**config.mk**
```make
export PLATFORM = sky130hd
export DESIGN_NAME = lcd_show_glyph_scaled
export DESIGN_NICKNAME = d
export VERILOG_FILES = /design/src/rtl/lcd_show_glyph_scaled.sv
export SDC_FILE = /design/constraint.sdc
export NUM_CORES = 1
export LEC_CHECK = 0
export BUFFER_PORTS_ARGS = -buffer_cell sky130_fd_sc_hd__buf_2
export CAP_MARGIN = 5
export CORE_MARGIN = 4
export CORE_UTILIZATION = 53
export DETAILED_ROUTE_END_ITERATION = 12
export HOLD_SLACK_MARGIN = 0.12
export PLACE_DENSITY = 0.77
export SYNTH_ARGS = -nofsm -noshare
export SYNTH_HDL_FRONTEND = slang
export SYNTH_SLANG_ARGS = --single-unit
```
**constraint.sdc**
```tcl
create_clock -name sys_clk -period 2.8 [get_ports sys_clk]
set_clock_uncertainty 0.2 [all_clocks]
set_input_delay 0.28 -clock sys_clk [delete_from_list [all_inputs] [get_ports sys_clk]]
set_output_delay 0.28 -clock sys_clk [all_outputs]
set_load 0.01 [all_outputs]
```
**src/rtl/lcd_show_glyph_scaled.sv**
```systemverilog
// Draws one scaled ASCII glyph on an st7735 panel: window setup, then
// RGB565 pixel stream as {DC,byte} words, one per en_write/wr_done handshake.
module lcd_show_glyph_scaled #(
  parameter int FONT_W      = 8,
  parameter int FONT_H      = 16,
  parameter int ROM_BASE    = 1140,
  parameter int ROM_AW      = 12,
  parameter int ROM_LAT     = 1,
  parameter int ASCII_FIRST = 32,
  parameter int ASCII_LAST  = 126,
  parameter int ASCII_SUBST = 63,
  parameter int LCD_W       = 128,
  parameter int LCD_H       = 160
) (
  input  logic              sys_clk,
  input  logic              sys_rst_n,
  input  logic              start,
  input  logic [6:0]        ascii_num,
  input  logic [8:0]        start_x,
  input  logic [8:0]        start_y,
  input  logic [1:0]        scale,
  input  logic [15:0]       fg_color,
  input  logic [15:0]       bg_color,
  output logic [ROM_AW-1:0] rom_addr,
  input  logic [7:0]        rom_q,
  output logic [8:0]        lcd_data,
  output logic              en_write,
  input  logic              wr_done,
  output logic              busy,
  output logic              done,
  output logic              err
);

  localparam logic [2:0] S_IDLE  = 3'd0;
  localparam logic [2:0] S_CHECK = 3'd1;
  localparam logic [2:0] S_WIN   = 3'd2;
  localparam logic [2:0] S_FETCH = 3'd3;
  localparam logic [2:0] S_PIXEL = 3'd4;
  localparam logic [2:0] S_DONE  = 3'd5;

  logic [2:0]        r_state;
  logic [8:0]        r_sx;
  logic [8:0]        r_sy;
  logic [8:0]        r_ex;
  logic [8:0]        r_ey;
  logic [1:0]        r_sc;
  logic [15:0]       r_fg;
  logic [15:0]       r_bg;
  logic [ROM_AW-1:0] r_base;
  logic              r_bad;
  logic [7:0]        r_bits;
  logic [3:0]        r_wi;
  logic [1:0]        r_wait;
  logic [4:0]        r_row;
  logic [1:0]        r_vrep;
  logic [2:0]        r_col;
  logic [1:0]        r_hrep;
  logic              r_half;
  logic [8:0]        r_data;
  logic              r_en;
  logic              r_busy;
  logic              r_done;
  logic              r_err;

  logic [2:0]        w_s;
  logic [9:0]        w_ex;
  logic [9:0]        w_ey;
  logic              w_bad;
  logic [6:0]        w_g;
  logic [ROM_AW-1:0] w_base;
  logic [15:0]       w_cur;
  logic [15:0]       w_nxt;
  logic [15:0]       w_c0;
  logic [15:0]       w_first;
  logic              w_hs;

  assign w_s   = {1'b0, scale} + 3'd1;
  assign w_ex  = {1'b0, start_x}
               + 10'(FONT_W) * {7'd0, w_s} - 10'd1;
  assign w_ey  = {1'b0, start_y}
               + 10'(FONT_H) * {7'd0, w_s} - 10'd1;
  assign w_bad = (w_ex >= 10'(LCD_W)) || (w_ey >= 10'(LCD_H));

  assign w_g = (ascii_num >= 7'(ASCII_FIRST) &&
                ascii_num <= 7'(ASCII_LAST)) ?
               ascii_num : 7'(ASCII_SUBST);
  assign w_base = ROM_AW'(ROM_BASE +
                  (int'(w_g) - ASCII_FIRST) * FONT_H);

  assign rom_addr = r_base + ROM_AW'(r_row);

  function automatic logic [15:0] f_col(
    input logic [7:0] bits,
    input logic [2:0] col
  );
    return bits[col] ? r_fg : r_bg;
  endfunction

  function automatic logic [8:0] f_win(input logic [3:0] i);
    case (i)
      4'd0:    return 9'h02A;
      4'd1:    return {8'h80, r_sx[8]};
      4'd2:    return {1'b1, r_sx[7:0]};
      4'd3:    return {8'h80, r_ex[8]};
      4'd4:    return {1'b1, r_ex[7:0]};
      4'd5:    return 9'h02B;
      4'd6:    return {8'h80, r_sy[8]};
      4'd7:    return {1'b1, r_sy[7:0]};
      4'd8:    return {8'h80, r_ey[8]};
      4'd9:    return {1'b1, r_ey[7:0]};
      default: return 9'h02C;
    endcase
  endfunction

  assign w_cur   = f_col(r_bits, r_col);
  assign w_nxt   = f_col(r_bits, r_col + 3'd1);
  assign w_c0    = f_col(r_bits, 3'd0);
  assign w_first = rom_q[0] ? r_fg : r_bg;
  assign w_hs    = r_en && wr_done;

  always_ff @(posedge sys_clk or negedge sys_rst_n) begin
    if (!sys_rst_n) begin
      r_state <= S_IDLE;
      r_sx    <= '0;
      r_sy    <= '0;
      r_ex    <= '0;
      r_ey    <= '0;
      r_sc    <= '0;
      r_fg    <= '0;
      r_bg    <= '0;
      r_base  <= '0;
      r_bad   <= 1'b0;
      r_bits  <= '0;
      r_wi    <= '0;
      r_wait  <= '0;
      r_row   <= '0;
      r_vrep  <= '0;
      r_col   <= '0;
      r_hrep  <= '0;
      r_half  <= 1'b0;
      r_data  <= '0;
      r_en    <= 1'b0;
      r_busy  <= 1'b0;
      r_done  <= 1'b0;
      r_err   <= 1'b0;
    end else begin
      unique case (r_state)
        S_IDLE: begin
          if (start) begin
            r_sx    <= start_x;
            r_sy    <= start_y;
            r_ex    <= w_ex[8:0];
            r_ey    <= w_ey[8:0];
            r_sc    <= scale;
            r_fg    <= fg_color;
            r_bg    <= bg_color;
            r_base  <= w_base;
            r_bad   <= w_bad;
            r_wi    <= '0;
            r_row   <= '0;
            r_vrep  <= '0;
            r_col   <= '0;
            r_hrep  <= '0;
            r_half  <= 1'b0;
            r_busy  <= 1'b1;
            // First window word goes out while CHECK settles the verdict
            r_en    <= ~w_bad;
            r_data  <= w_bad ? 9'h000 : 9'h02A;
            r_state <= S_CHECK;
          end
        end
        S_CHECK, S_WIN: begin
          if (r_bad) begin
            r_done  <= 1'b1;
            r_err   <= 1'b1;
            r_state <= S_DONE;
          end else begin
            r_state <= S_WIN;
            if (w_hs) begin
              if (r_wi == 4'd10) begin
                r_en    <= 1'b0;
                r_wait  <= '0;
                r_state <= S_FETCH;
              end else begin
                r_wi   <= r_wi + 4'd1;
                r_data <= f_win(r_wi + 4'd1);
              end
            end
          end
        end
        S_FETCH: begin
          if (r_wait == 2'(ROM_LAT)) begin
            r_bits  <= rom_q;
            r_data  <= {1'b1, w_first[15:8]};
            r_en    <= 1'b1;
            r_half  <= 1'b0;
            r_state <= S_PIXEL;
          end else begin
            r_wait <= r_wait + 2'd1;
          end
        end
        S_PIXEL: begin
          if (w_hs) begin
            if (!r_half) begin
              r_half <= 1'b1;
              r_data <= {1'b1, w_cur[7:0]};
            end else begin
              r_half <= 1'b0;
              if (r_hrep != r_sc) begin
                r_hrep <= r_hrep + 2'd1;
                r_data <= {1'b1, w_cur[15:8]};
              end else if (r_col != 3'(FONT_W - 1)) begin
                r_hrep <= '0;
                r_col  <= r_col + 3'd1;
                r_data <= {1'b1, w_nxt[15:8]};
              end else if (r_vrep != r_sc) begin
                r_hrep <= '0;
                r_col  <= '0;
                r_vrep <= r_vrep + 2'd1;
                r_data <= {1'b1, w_c0[15:8]};
              end else begin
                r_hrep <= '0;
                r_col  <= '0;
                r_vrep <= '0;
                r_en   <= 1'b0;
                if (r_row == 5'(FONT_H - 1)) begin
                  r_done  <= 1'b1;
                  r_state <= S_DONE;
                end else begin
                  r_row   <= r_row + 5'd1;
                  r_wait  <= '0;
                  r_state <= S_FETCH;
                end
              end
            end
          end
        end
        S_DONE: begin
          r_done  <= 1'b0;
          r_err   <= 1'b0;
          r_busy  <= 1'b0;
          r_state <= S_IDLE;
        end
        default: begin
          r_en    <= 1'b0;
          r_busy  <= 1'b0;
          r_state <= S_IDLE;
        end
      endcase
    end
  end

  assign lcd_data = r_data;
  assign en_write = r_en;
  assign busy     = r_busy;
  assign done     = r_done;
  assign err      = r_err;

endmodule

```
=== After elaboration in Yosys (flattened, before gate mapping) ===
Index checks and enable logic that the tools add are counted.

* Add/sub/neg operators: 14
* Multipliers: 0
* Div/mod/pow operators: 0
* Order comparisons: 6
* Equality and inequality tests: 36
* Shift operators: 0
* Mux-type cells: 102
* Bitwise gates (word level): 3
* Reduce and logical (&&, ||, !) cells: 29

{| class="wikitable"
|+ Operators by type and width
! kind !! number
|-
| $mux 9 || 10
|-
| $pmux 9 s10 || 1
|-
| $mux 16 || 4
|-
| $mux 3 || 14
|-
| $mux 2 || 19
|-
| $pmux 9 s4 || 1
|-
| $mux 5 || 7
|-
| $ne 2x2->1 const B || 15
|-
| $mux 1 || 26
|-
| $reduce_and 8->1 || 3
|-
| $reduce_and 11->1 || 2
|-
| $ge 10x8->1 const B || 2
|-
| $sub 10x1->10 const B || 2
|-
| $eq 4x3->1 const B || 4
|-
| $mux 4 || 4
|-
| $add 12x12->12 const A || 1
|-
| $add 12x5->12 || 1
|-
| $eq 4x4->1 const B || 3
|-
| $pmux 3 s4 || 1
|-
| $add 9x6->10 || 1
|-
| $add 9x7->10 || 1
|-
| $pmux 5 s2 || 1
|-
| $reduce_and 5->1 || 2
|-
| $reduce_bool 3->1 || 3
|-
| other kinds (42) || 62
|}

* Flip-flop bits (word level): 126
* Bits in latches: 0
* RAM bits: 0
* Bits in read-only memories: 0
* Bits of input ports: 71
* Output and inout bits: 25
* Logic and storage cells: 213
* Memories kept: 0

=== Logic depth before layout (Yosys ltp) ===
* Depth in word-level cells: 9
* Gate-level depth with buffers: 12
* Mapped depth without buffers: 12

=== Least setup slack after synthesis ===
OpenSTA, ideal clock, no wires.

* Path kind: in2reg
* From: input scale[0]
* To: register r_en, in the netlist en_write
* Library setup time: 0.096 ns
* Arrival time: 2.758 ns
* Data required time: 2.504 ns
* Setup slack: -0.254 ns
* Cell stages on the path: 10
* Path buffers: 0
* Path through: ha_1 -> or2_2 -> ha_1 -> a21o_1 -> a221oi_1 -> xor2_1 -> nand4_1 -> a2111oi_2 -> a21boi_1 -> o31ai_1

* Word-level cells in the longest chain between the ends: 8
* Elaborated cells on any way between the ends: 11
* Classes of those cells: add/sub (5); order compare (2); mux (2); bitwise (1); reduce/logical (1)

{| class="wikitable"
|+ RTL lines
! what !! RTL line !! RTL
|-
| start: declaration || 21 || <nowiki>input logic [1:0] scale,</nowiki>
|-
| $add 2x1->3 * || 77 || <nowiki>assign w_s = {1'b0, scale} + 3'd1;</nowiki>
|-
| $add 9x6->10 / $add 9x7->10 (equally long branches) || 79, 81 ||
|-
| $sub 10x1->10, on equally long branches || 79, 81 ||
|-
| $ge 10x8->1 || 82 || <nowiki>assign w_bad = (w_ex >= 10'(LCD_W)) || (w_ey >= 10'(LCD_H));</nowiki>
|-
| $logic_or 1x1->1 * || 82 ||
|-
| $not 1->1 * || 167 || <nowiki>r_en <= ~w_bad;</nowiki>
|-
| $mux 1 * || 149 || <nowiki>if (start) begin</nowiki>
|-
| $pmux 1 s5 * || 147 || <nowiki>unique case (r_state)</nowiki>
|-
| end signal: assignment || 167 ||
|-
| end: declaration || 60 || <nowiki>logic r_en;</nowiki>
|}

Mark *: on every way between the ends. The rest lies on a longest branch, timed or not. The select of a mux whose other input is x is not followed.
A chain may end at the register's enable or synchronous reset.

=== Worst setup path after layout ===
* From: register r_col[1]
* To: register r_data[0], in the netlist lcd_data[0]

* Word-level cells in the longest chain between the ends: 9
* Elaborated cells on any way between the ends: 15
* Classes of those cells: add/sub (1); eq/ne (2); mux (11); reduce/logical (1)

{| class="wikitable"
|+ RTL lines
! what !! RTL line !! RTL
|-
| start: declaration || 56 || <nowiki>logic [2:0] r_col;</nowiki>
|-
| start signal: assignment || 214 || <nowiki>r_col <= r_col + 3'd1;</nowiki>
|-
| $add 3x1->3 || 116 || <nowiki>assign w_nxt = f_col(r_bits, r_col + 3'd1);</nowiki>
|-
| $bmux 1 s3 || 96 || <nowiki>return bits[col] ? r_fg : r_bg;</nowiki>
|-
| $mux 1 (not written as such) || 96 ||
|-
| $mux 16 || 96 ||
|-
| $mux 9 || 212 || <nowiki>end else if (r_col != 3'(FONT_W - 1)) begin</nowiki>
|-
| $mux 9 || 209 || <nowiki>if (r_hrep != r_sc) begin</nowiki>
|-
| $mux 9 || 204 || <nowiki>if (!r_half) begin</nowiki>
|-
| $mux 9 || 203 || <nowiki>if (w_hs) begin</nowiki>
|-
| $pmux 9 s4 || 147 ||
|-
| end signal: assignment || 206 || <nowiki>r_data <= {1'b1, w_cur[7:0]};</nowiki>
|-
| end signal: assignment || 211 || <nowiki>r_data <= {1'b1, w_cur[15:8]};</nowiki>
|-
| end signal: assignment || 215 || <nowiki>r_data <= {1'b1, w_nxt[15:8]};</nowiki>
|-
| end: declaration || 59 || <nowiki>logic [8:0] r_data;</nowiki>
|}

Parallel ways exist; a longest one is shown, timed or not. The select of a mux whose other input is x is not followed.

==> metrics.txt <==
Fillers 988; switching pwr 4.106 mW; Int Pwr 6.309 mW; Slew Limit Fails 0; f_max 0.3310 GHz; register area share after synthesis 41.03%; Cell Pwr Density 1030 nW/um2; Max-slew headroom 57.19%; Synth Area per Inst 8.908 um2; IO buf count 95; Detail Route Antenna Nets 0; Die Span Y 127.0 um; Critical R2R Capture lcd_data[0]$_DFFE_PN0P_; CTS clk-pin slew, worst paths 0.06 ns; Initial DRC Count 722; area leader, netlist dfrtp_1; switching portion of total power 39.43%; Crit. End Element flip-flop; status complete, but fails checks; antenna violations before repair 1; # clock sinks 123; number of global-route vias before repair 7169; synth unique cells 66; Initial DRT Pass Iterations 5; H-tree depth 4; Wirelength per Cell 17.06 um; root cell of the clock tree clkbuf_16; FF-to-FF Start r_col[1]$_DFFE_PN0P_; sequential power share 31.7%; commonest cells in the netlist 211 x nand2_1, 123 x dfrtp_1, 57 x o21ai_0, 45 x nor2_1, 39 x ha_1; RSZ-0062 raised after global routing yes; endpoints failing setup 8; worst slew pin tran 0.6421 ns; core area 13880 um2; max_cap viols 0; die width 127.0 um; GR Overflow Total 0; worst min path class primary input to flip-flop; largest net degree at the start of global routing 65; Final Hold Viols 0; total CTS buffers 17; final WL 21310 um; worst-path fanout max 5; CTS Buffer Depth 2; DP HPWL 14040 um; Yosys reg bits 123; Worst Hold Path EP r_base[9]$_DFFE_PN0P_; first-pass GRT wire length 34670 um; number of synthesized flops with an enable pin 0; worst hold slack 0.1279 ns; count leader, synth nand2_1; Reg2Reg Setup Slack -0.22 ns; Total GRT Usage 26.89%; Hold Path Depth 4; Gate power share 45.4%; period utilisation layout 107.9%; Final GP Congestion 0.9499; via count 7097; crit path from r_col[1]$_DFFE_PN0P_; WP data arrival 3.12 ns; synth top area cells dfrtp_1 41%, nand2_1 11%, ha_1 6.5%, o21ai_0 3.8%, xnor2_1 2.7%; top cell type's share of synthesized area 41.03%; syn_nets 954; Starting Density 54.04%; Final Critical Period 3.021 ns; Hold Startpoint ascii_num[5]; ys async rst share 100.0%; final net count 1167; Leak 4.854 nW; Clock power frac 22.8%; CP startpoint kind flip-flop; Worst R2R Path Depth 9; Final Core Density 72.81%; Layout area overhead 34.75%; share of layout cells above drive strength 1 23.22%; Cells after Synth 842; failing checks negative setup slack; CTS tree built; synth warn 0; I/O Pins 96; Peak supply drop 592.5 uV; die area 16120 um2; Worst Setup Slack, final -0.2210 ns; worst-skew pair later-pin latency 0.42 ns; # DRC 0; Cell Area, Synth 7501 um2; Main synth FF type dfrtp_1; vias per cell 5.682; # rows 43; Worst Path Required 2.90 ns; critical path class flip-flop to flip-flop
==> metrics by stage <==
step	instances	total power, mW	TNS [ns]	area [um2]	worst slack, ns
2_1_floorplan	842	6.214	-0.1547	7567	-0.05524
3_3_place_gp	1146	7.523	-0.8080	8662	-0.1726
3_5_place_dp	1146	7.685	-1.440	8662	-0.2659
4_1_cts	1245	10.21	-0.8776	9977	-0.1781
5_1_grt	1249	11.08	-1.907	10110	-0.2940
6_report	1249	10.42	-1.121	10110	-0.2210
==> cell usage in the layout (no fill, tap or decap), types with 17 or more instances in the layout <==
master,count
dlygate4sd3_1,65
ha_1,30
o21ai_0,57
dfrtp_1,122
nand2_1,210
clkbuf_16,17
xnor2_1,22
nor2_1,45
mux2i_1,20
buf_4,70
a21oi_1,38
inv_1,32
buf_2,93
==> how the worst max path moves through the flow <==
stage	end	slack (ns)
final	lcd_data[0]$_DFFE_PN0P_	-0.22
after global routing	lcd_data[2]$_DFFE_PN0P_	-0.29
after CTS	lcd_data[3]$_DFFE_PN0P_	-0.18
after detailed placement	en_write$_DFFE_PN0P_	-0.27
after global placement	en_write$_DFFE_PN0P_	-0.17
after floorplan	lcd_data[2]$_DFFE_PN0P_	-0.06
==> cell type report <==
class	count	area, um2	share of cell area (%)
Multi-Input combinational cell	645	4297	42.51
Clock buffer	22	484.2	4.791
Tap cell	180	225.2	2.228
Timing Repair Buffer	233	1725	17.07
Antenna cell	1	2.502	0.02476
Sequential cell	123	3079	30.47
Clock inverter	10	162.7	1.609
Inverter	35	131.4	1.300
==> worst max-delay path: stages (launching register included) <==
cell and delay (ns):
dfrtp_1 0.41, ha_4 0.18, ha_4 0.29, mux4_2 0.50
mux2_4 0.30, mux2i_4 0.28, mux2i_4 0.18, mux2i_1 0.21
nor3_1 0.07, o32a_1 0.29
==> registers in the layout (all words and copies together) (netlist names), 2 cells and up <==
signal    count
r_sx          9
r_bg         16
r_ey          9
lcd_data      9
r_bits        8
r_wait        2
r_sc          2
r_wi          4
r_ex          9
r_vrep        2
r_sy          9
r_base        9
r_hrep        2
r_row         5
r_fg         16
r_state       3
r_col         3
==> per-layer routing <==
layer	vias to the layer above	part of all wire [%]	track usage, %
met4	0	3.7	11.99
met1	3380	41	32.81
li1	3368	-	-
met3	62	5.8	6.400
met5	-	0	0
met2	287	50	45.36
==> cells by family (layout without fill, tap and decap cells) <==
group / count (synthesis) / in the layout / share of synthesized area [%]
other: 0 / 1 / 0
and+or+nand+nor: 329 / 329 / 18.92
xor gates and xnor gates: 41 / 41 / 5.071
muxes: 50 / 50 / 8.323
DFF: 123 / 123 / 41.03
adders and majority gates: 41 / 41 / 7.039
buffers and inverters: 74 / 300 / 3.953
AOI/OAI and AO/OA: 184 / 184 / 15.66
==> repair_timing <==
item | in CTS | in global routing
hold endpoints to repair | 190 | 0
pin swaps | 9 | 10
resized for setup | 0 | 16
gates cloned | 0 | 0
hold buffers | 66 | 0
setup endpoints to repair | 8 | 10
buffers inserted | 1 | 4
==> power groups by stage <==
stage,clock (mW),sequential [mW],combinational [mW]
final,2.38,3.30,4.73
after CTS,2.38,3.26,4.57
after floorplan,0,3.06,3.15
after global routing,2.48,3.38,5.21
after global placement,0,3.23,4.29
after detailed placement,0,3.27,4.41
Power figures use the tool's default switching activity.
